[src/rtl/uart_tx.sv]
// UART transmitter: valid/ready byte intake into a small FIFO, framed as
// start + 8 data (LSB first) + optional parity + 1 or 2 stop bits.
module uart_tx #(
  parameter int unsigned CLK_FREQ   = 200000000,
  parameter int unsigned BAUD       = 57600,
  parameter int unsigned PARITY_EN  = 1,
  parameter int unsigned PARITY_ODD = 0,
  parameter int unsigned STOP_BITS  = 1,
  parameter int unsigned FIFO_AW    = 2
) (
  input  logic               clk,
  input  logic               rst,
  input  logic [7:0]         data_i,
  input  logic               valid_i,
  output logic               ready_o,
  output logic               txd_o,
  output logic               busy_o,
  output logic [FIFO_AW:0]   fifo_cnt_o
);

  localparam int unsigned DIV   = (CLK_FREQ + BAUD / 2) / BAUD;
  localparam int unsigned CW    = (DIV > 1) ? $clog2(DIV) : 1;
  localparam int unsigned DEPTH = 1 << FIFO_AW;
  localparam logic [CW-1:0]    BAUD_RELOAD = CW'(DIV - 1);
  localparam logic [FIFO_AW:0] FULL_CNT    = (FIFO_AW + 1)'(DEPTH);
  localparam logic             PAR_ODD     = (PARITY_ODD != 0);
  localparam logic             STOP_EXTRA  = (STOP_BITS == 2);

  typedef enum logic [2:0] {IDLE, START, DATA, PARITY, STOP} state_t;

  logic [7:0]         mem [DEPTH];
  logic [FIFO_AW-1:0] wr_ptr, rd_ptr;
  logic [FIFO_AW:0]   cnt;
  logic               push, pop;
  logic [7:0]         head;

  state_t        state, state_n;
  logic [CW-1:0] baud_cnt, baud_n;
  logic [2:0]    bit_idx, idx_n;
  logic [7:0]    shift, shift_n;
  logic          par_bit, par_n;
  logic          stop_left, stop_n;
  logic          txd_q, txd_n;

  assign ready_o    = (cnt < FULL_CNT);
  assign push       = valid_i & ready_o;
  assign head       = mem[rd_ptr];
  assign fifo_cnt_o = cnt;
  assign busy_o     = (state != IDLE) || (cnt != '0);
  assign txd_o      = txd_q;

  always_ff @(posedge clk) begin
    if (push) mem[wr_ptr] <= data_i;
  end

  always_ff @(posedge clk or negedge rst) begin
    if (!rst) begin
      wr_ptr <= '0;
      rd_ptr <= '0;
      cnt    <= '0;
    end else begin
      if (push) wr_ptr <= wr_ptr + 1'b1;
      if (pop)  rd_ptr <= rd_ptr + 1'b1;
      case ({push, pop})
        2'b10:   cnt <= cnt + 1'b1;
        2'b01:   cnt <= cnt - 1'b1;
        default: cnt <= cnt;
      endcase
    end
  end

  always_ff @(posedge clk or negedge rst) begin
    if (!rst) begin
      state     <= IDLE;
      baud_cnt  <= '0;
      bit_idx   <= '0;
      shift     <= '0;
      par_bit   <= 1'b0;
      stop_left <= 1'b0;
      txd_q     <= 1'b1;
    end else begin
      state     <= state_n;
      baud_cnt  <= baud_n;
      bit_idx   <= idx_n;
      shift     <= shift_n;
      par_bit   <= par_n;
      stop_left <= stop_n;
      txd_q     <= txd_n;
    end
  end

  always_comb begin
    state_n = state;
    baud_n  = baud_cnt;
    idx_n   = bit_idx;
    shift_n = shift;
    par_n   = par_bit;
    stop_n  = stop_left;
    pop     = 1'b0;
    case (state)
      IDLE: begin
        baud_n = '0;
        if (cnt != '0) begin
          pop     = 1'b1;
          shift_n = head;
          par_n   = (^head) ^ PAR_ODD;
          baud_n  = BAUD_RELOAD;
          state_n = START;
        end
      end
      START: begin
        if (baud_cnt == '0) begin
          baud_n  = BAUD_RELOAD;
          idx_n   = '0;
          state_n = DATA;
        end else begin
          baud_n = baud_cnt - 1'b1;
        end
      end
      DATA: begin
        if (baud_cnt == '0) begin
          baud_n  = BAUD_RELOAD;
          shift_n = shift >> 1;
          idx_n   = bit_idx + 3'd1;
          if (bit_idx == 3'd7) begin
            stop_n  = STOP_EXTRA;
            state_n = (PARITY_EN != 0) ? PARITY : STOP;
          end
        end else begin
          baud_n = baud_cnt - 1'b1;
        end
      end
      PARITY: begin
        if (baud_cnt == '0) begin
          baud_n  = BAUD_RELOAD;
          stop_n  = STOP_EXTRA;
          state_n = STOP;
        end else begin
          baud_n = baud_cnt - 1'b1;
        end
      end
      STOP: begin
        if (baud_cnt != '0) begin
          baud_n = baud_cnt - 1'b1;
        end else if (stop_left) begin
          stop_n = 1'b0;
          baud_n = BAUD_RELOAD;
        end else if (cnt != '0) begin
          // chain straight into the next start bit, no idle cycle
          pop     = 1'b1;
          shift_n = head;
          par_n   = (^head) ^ PAR_ODD;
          baud_n  = BAUD_RELOAD;
          state_n = START;
        end else begin
          baud_n  = '0;
          state_n = IDLE;
        end
      end
      default: state_n = IDLE;
    endcase

    // line is registered from the next state so it changes exactly on bit edges
    case (state_n)
      START:   txd_n = 1'b0;
      DATA:    txd_n = shift_n[0];
      PARITY:  txd_n = par_n;
      default: txd_n = 1'b1;
    endcase
  end

endmodule
[config.mk]
export PLATFORM = sky130hd
export DESIGN_NAME = uart_tx
export DESIGN_NICKNAME = d
export VERILOG_FILES = /design/src/rtl/uart_tx.sv
export SDC_FILE = /design/constraint.sdc
export NUM_CORES = 1
export LEC_CHECK = 0
export CAP_MARGIN = 5
export CORE_MARGIN = 2
export CORE_UTILIZATION = 45
export CTS_BUF_LIST = sky130_fd_sc_hd__clkbuf_2
export CTS_CLUSTER_DIAMETER = 150
export CTS_CLUSTER_SIZE = 8
export DETAILED_ROUTE_END_ITERATION = 8
export GPL_ROUTABILITY_DRIVEN = 0
export PLACE_DENSITY = 0.7
export SYNTH_ARGS = -nofsm -noshare
export SYNTH_HDL_FRONTEND = slang
export SYNTH_SLANG_ARGS = --single-unit
[constraint.sdc]
create_clock -name clk -period 3.5 [get_ports clk]
set_input_delay 0.7 -clock clk [delete_from_list [all_inputs] [get_ports clk]]
set_output_delay 0.7 -clock clk [all_outputs]
set_load 0.005 [all_outputs]
==> metrics.sh <==
OUTCOME='finished clean'
NUM-NETS-FINAL=322
LAYOUT_UTILIZATION=0.523
CRIT_FANOUT=16
DETAIL_ROUTE.ITER0.VIOLATIONS=125
WIRE_LENGTH_PER_CELL_AFTER_DETAILED_ROUTING_UM=15.5
SYNTH_AREA_LEADERS='sky130_fd_sc_hd__edfxtp_1 (28%), sky130_fd_sc_hd__dfrtp_1 (25%), sky130_fd_sc_hd__mux4_2 (5.3%), sky130_fd_sc_hd__a22o_1 (3.1%), sky130_fd_sc_hd__ha_1 (2.9%)'
CRITICAL_PATH.REG2REG.ENDPOINT='fifo_cnt_o[2]$_DFFE_PN0P_'
AREA_DELTA_SYNTH_FINAL_PCT=11.6
CTS.CLK_SLEW.WORST_PATHS_PS=220
GRT_START_MAX_NET_PINS=36
GRT_ANTENNA_BEFORE_REPAIR=0
MAX-CLOCK-PATH-BUFFERS=2
SYNTHDISTINCTLIBCELLS=53
STANDARD_CELL_CORE_AREA_UM2=7290
CLK-INSERTION-DELAY-LATE_PS=490
WORST_R2R_STARTPOINT='baud_cnt[0]$_DFFE_PN0P_'
POST_CTS.REPAIR.SETUP_BUFFERS=0
WORST_IR_DROP_VDD_V=0.000337
SYN_AVG_CELL_AREA_UM2=11.9
DETAILED_PLACE_HPWL_UM=4370
POST_CTS_HOLD_BUFFER_COUNT=0
SETUP.WORST_PATH.START_CLASS='flop'
GROUTE.USAGE.OVERALL=0.165
VIASPERCELL=5.67
WORST_CLOCK_SKEW_PS=22.8
ROUTED-VIA-COUNT=2302
CTS_TREE='done'
TIMING.MAX_CAP.VIOLATIONS=0
FMAX_GHz=0.331
REQUIRED_TIME_AT_THE_WORST_SLACK_ENDPOINT_PS=2800
SETUP-TNS-FINAL_PS=0
TIMING_WORST_SLEW_PIN_VALUE_PS=798
DRIVE_ABOVE_1_SHARE=0.163
POSTSYNTH.ASYNCRESETSHARE=0.522
FIRST_PASS_GRT_WIRE_LENGTH_UM=10800
SYNTHESIZED_NETLIST_CELL_COUNT=287
HOLDCRITPATHCLASS='in2async'
CLOCKROOTBUFFER='sky130_fd_sc_hd__clkbuf_2'
AREA_OF_THE_DIE_UM2=8300
ANTENNADIODECOUNT=0
VERTICAL_DIE_DIMENSION_UM=91.1
ANTENNA_VIOLATING_NETS_POST_ROUTE=0
YOSYSSEQAREASHARE=0.538
FIN_CRIT_SH=0.864
START_UTIL=0.468
SYNTH-WARNING-COUNT=0
TIMING.CRITICAL_PATH.TO_TYPE='primary output'
DIEWIDTH_UM=91.1
R2R_SETUP_SLACK_PS=670
ROUTE.FINAL.WIRE_LENGTH_UM=6310
SYNTHDOMINANTAREACELLTYPE='sky130_fd_sc_hd__edfxtp_1'
NETLIST_AREA_UM2=3420
SYNTH_FF_TYPE='sky130_fd_sc_hd__dfrtp_1'
POWER.DENSITY_nW_PER_UM2=699
NUMBER_OF_SINKS_ON_THE_CLOCK_NET=67
LEAKAGE_POWER_nW=1.44
SYNTH.TOP_CELL.AREA_SHARE=0.281
DATA_ARRIVAL_TIME_OF_THE_CRITICAL_PATH_PS=2320
SETUP-VIOLATIONS-FINAL=0
WORST_R2R_PATH_DEPTH=11
GRT_SETUP_UNREPAIRED='no'
GRT_REMAINING_OVERFLOW=0
FLOORPLAN.IO_PINS=17
SYNTH_ENABLE_FLOP_CELLS=32
CRITICALPATHCATEGORY='reg2out'
SLEW_HEADROOM=0.468
REPORT.FINAL.SLEW_VIOL_COUNT=0
YOSYS_REGISTER_BITS=67
IO_BUFFER_COUNT=16
FIRST_GLOBAL_VIAS=2261
DRT_FIRST_PASS_ITERS=4
FINAL_HOLD_VIOL_COUNT=0
SYN-NUM-NETS=307
DRC_ERRORS=0
HTREE_LEVELS=3
PERIOD_NEEDED_PS=3020
POST_CTS_RESIZE_COUNT=0
STD_CELL_ROWS=31
CTS_INSERTED_BUFFERS=9
[metal layers]
metal,vias to the layer above,track usage,wire (µm)
met4,0,0.0732,138
met2,45,0.263,3060
met1,1144,0.214,2900
li1,1100,-,-
met5,-,0,0
met3,13,0.0423,204
[sequential cells by signal, indices dropped and copies added (netlist names)]
| signal | cells |
|---|---|
| par_bit | 1 |
| wr_ptr | 2 |
| txd_o | 1 |
| mem | 32 |
| rd_ptr | 2 |
| fifo_cnt_o | 3 |
| baud_cnt | 12 |
| state | 3 |
| bit_idx | 3 |
| shift | 8 |
[cells by family (layout without fill, tap and decap cells)]
| family | Yosys count | count (layout) | share of synthesized area |
|---|---|---|---|
| simple gates | 77 | 77 | 0.122 |
| xor+xnor | 14 | 14 | 0.0359 |
| buf+inv | 31 | 51 | 0.0370 |
| mux | 11 | 11 | 0.0619 |
| fa+ha+maj | 14 | 14 | 0.0498 |
| compound gates | 73 | 73 | 0.155 |
| flops | 67 | 67 | 0.538 |
[synthesized netlist by cell type (2+ instances only)]
| master | count |
|---|---|
| sky130_fd_sc_hd__a31oi_1 | 6 |
| sky130_fd_sc_hd__nor3_1 | 8 |
| sky130_fd_sc_hd__a211oi_1 | 2 |
| sky130_fd_sc_hd__o22ai_1 | 6 |
| sky130_fd_sc_hd__nor3b_2 | 2 |
| sky130_fd_sc_hd__or2_2 | 4 |
| sky130_fd_sc_hd__buf_2 | 5 |
| sky130_fd_sc_hd__o211ai_1 | 2 |
| sky130_fd_sc_hd__mux2i_1 | 2 |
| sky130_fd_sc_hd__nor2_1 | 19 |
| sky130_fd_sc_hd__xor2_1 | 3 |
| sky130_fd_sc_hd__inv_1 | 13 |
| sky130_fd_sc_hd__nand3_1 | 8 |
| sky130_fd_sc_hd__a21o_1 | 6 |
| sky130_fd_sc_hd__a22oi_1 | 2 |
| sky130_fd_sc_hd__xnor2_1 | 11 |
| sky130_fd_sc_hd__a41oi_1 | 3 |
| sky130_fd_sc_hd__ha_1 | 8 |
| sky130_fd_sc_hd__o31ai_1 | 3 |
| sky130_fd_sc_hd__maj3_1 | 5 |
| sky130_fd_sc_hd__clkbuf_1 | 12 |
| sky130_fd_sc_hd__o21ai_0 | 6 |
| sky130_fd_sc_hd__nor3_2 | 3 |
| sky130_fd_sc_hd__a22o_1 | 12 |
| sky130_fd_sc_hd__mux4_2 | 8 |
| sky130_fd_sc_hd__and2_1 | 5 |
| sky130_fd_sc_hd__dfrtp_1 | 34 |
| sky130_fd_sc_hd__a21oi_1 | 15 |
| sky130_fd_sc_hd__edfxtp_1 | 32 |
| sky130_fd_sc_hd__or3_1 | 5 |
| sky130_fd_sc_hd__nand2_1 | 15 |
[layout make-up]
class	instances	area (µm²)
clock buffer	9	45.0
tap	99	124
timing repair buffer	22	200
multi-input combinational	189	1450
sequential	67	1840
fill	664	3480
inverter	13	48.8
clock inverter	7	106
[worst max path at each step]
stage | from | to | cells after the start | slack, ps
after detailed placement | baud_cnt[0]$_DFFE_PN0P_ | fifo_cnt_o[2]$_DFFE_PN0P_ | 11 | 720
after global placement | baud_cnt[0]$_DFFE_PN0P_ | fifo_cnt_o[2]$_DFFE_PN0P_ | 11 | 830
final | state[1]$_DFF_PN0_ | busy_o | 5 | 480
after global routing | state[1]$_DFF_PN0_ | busy_o | 5 | 260
after floorplan | baud_cnt[0]$_DFFE_PN0P_ | fifo_cnt_o[2]$_DFFE_PN0P_ | 12 | 760
after CTS | state[1]$_DFF_PN0_ | busy_o | 5 | 410
[through the flow]
stage / area (µm²) / worst slack (ps) / hold WS (ps) / cells / total power, mW
floorplan: 3420 / 760 / 404 / 287 / 1.90
global placement: 3660 / 827 / 459 / 390 / 2.10
detailed placement: 3660 / 724 / 467 / 390 / 2.13
CTS: 3810 / 413 / 255 / 406 / 2.69
global route: 3810 / 265 / 254 / 406 / 2.85
finish: 3810 / 476 / 250 / 406 / 2.66
[power by group]
| group | internal, mW | switching, mW |
|---|---|---|
| logic | 0.459 | 0.387 |
| registers | 1.04 | 0.214 |
| clock network | 0.250 | 0.319 |
| total | 1.74 | 0.920 |
[placed cells by master, fill, tap and decap left out, drive strengths merged, types with 7 or more instances in the layout]
cell type	netlist	layout
inv	13	16
nand3	8	8
buf	6	7
nor3	11	11
xnor2	11	11
ha	8	8
clkbuf	12	9
nor2	20	20
edfxtp	32	32
clkdlybuf4s50	0	15
nand2	15	15
dfrtp	34	34
a21oi	16	16
o21ai	8	8
a22o	12	12
mux4	8	8
[critical path: stages (launching register included)]
cell and delay, ps:
sky130_fd_sc_hd__dfrtp_1 560, sky130_fd_sc_hd__nor2_1 150, sky130_fd_sc_hd__buf_4 210, sky130_fd_sc_hd__and2_0 350
sky130_fd_sc_hd__nand2_1 110, sky130_fd_sc_hd__clkdlybuf4s50_1 450
No activity file was read; power rests on OpenSTA's default activity.
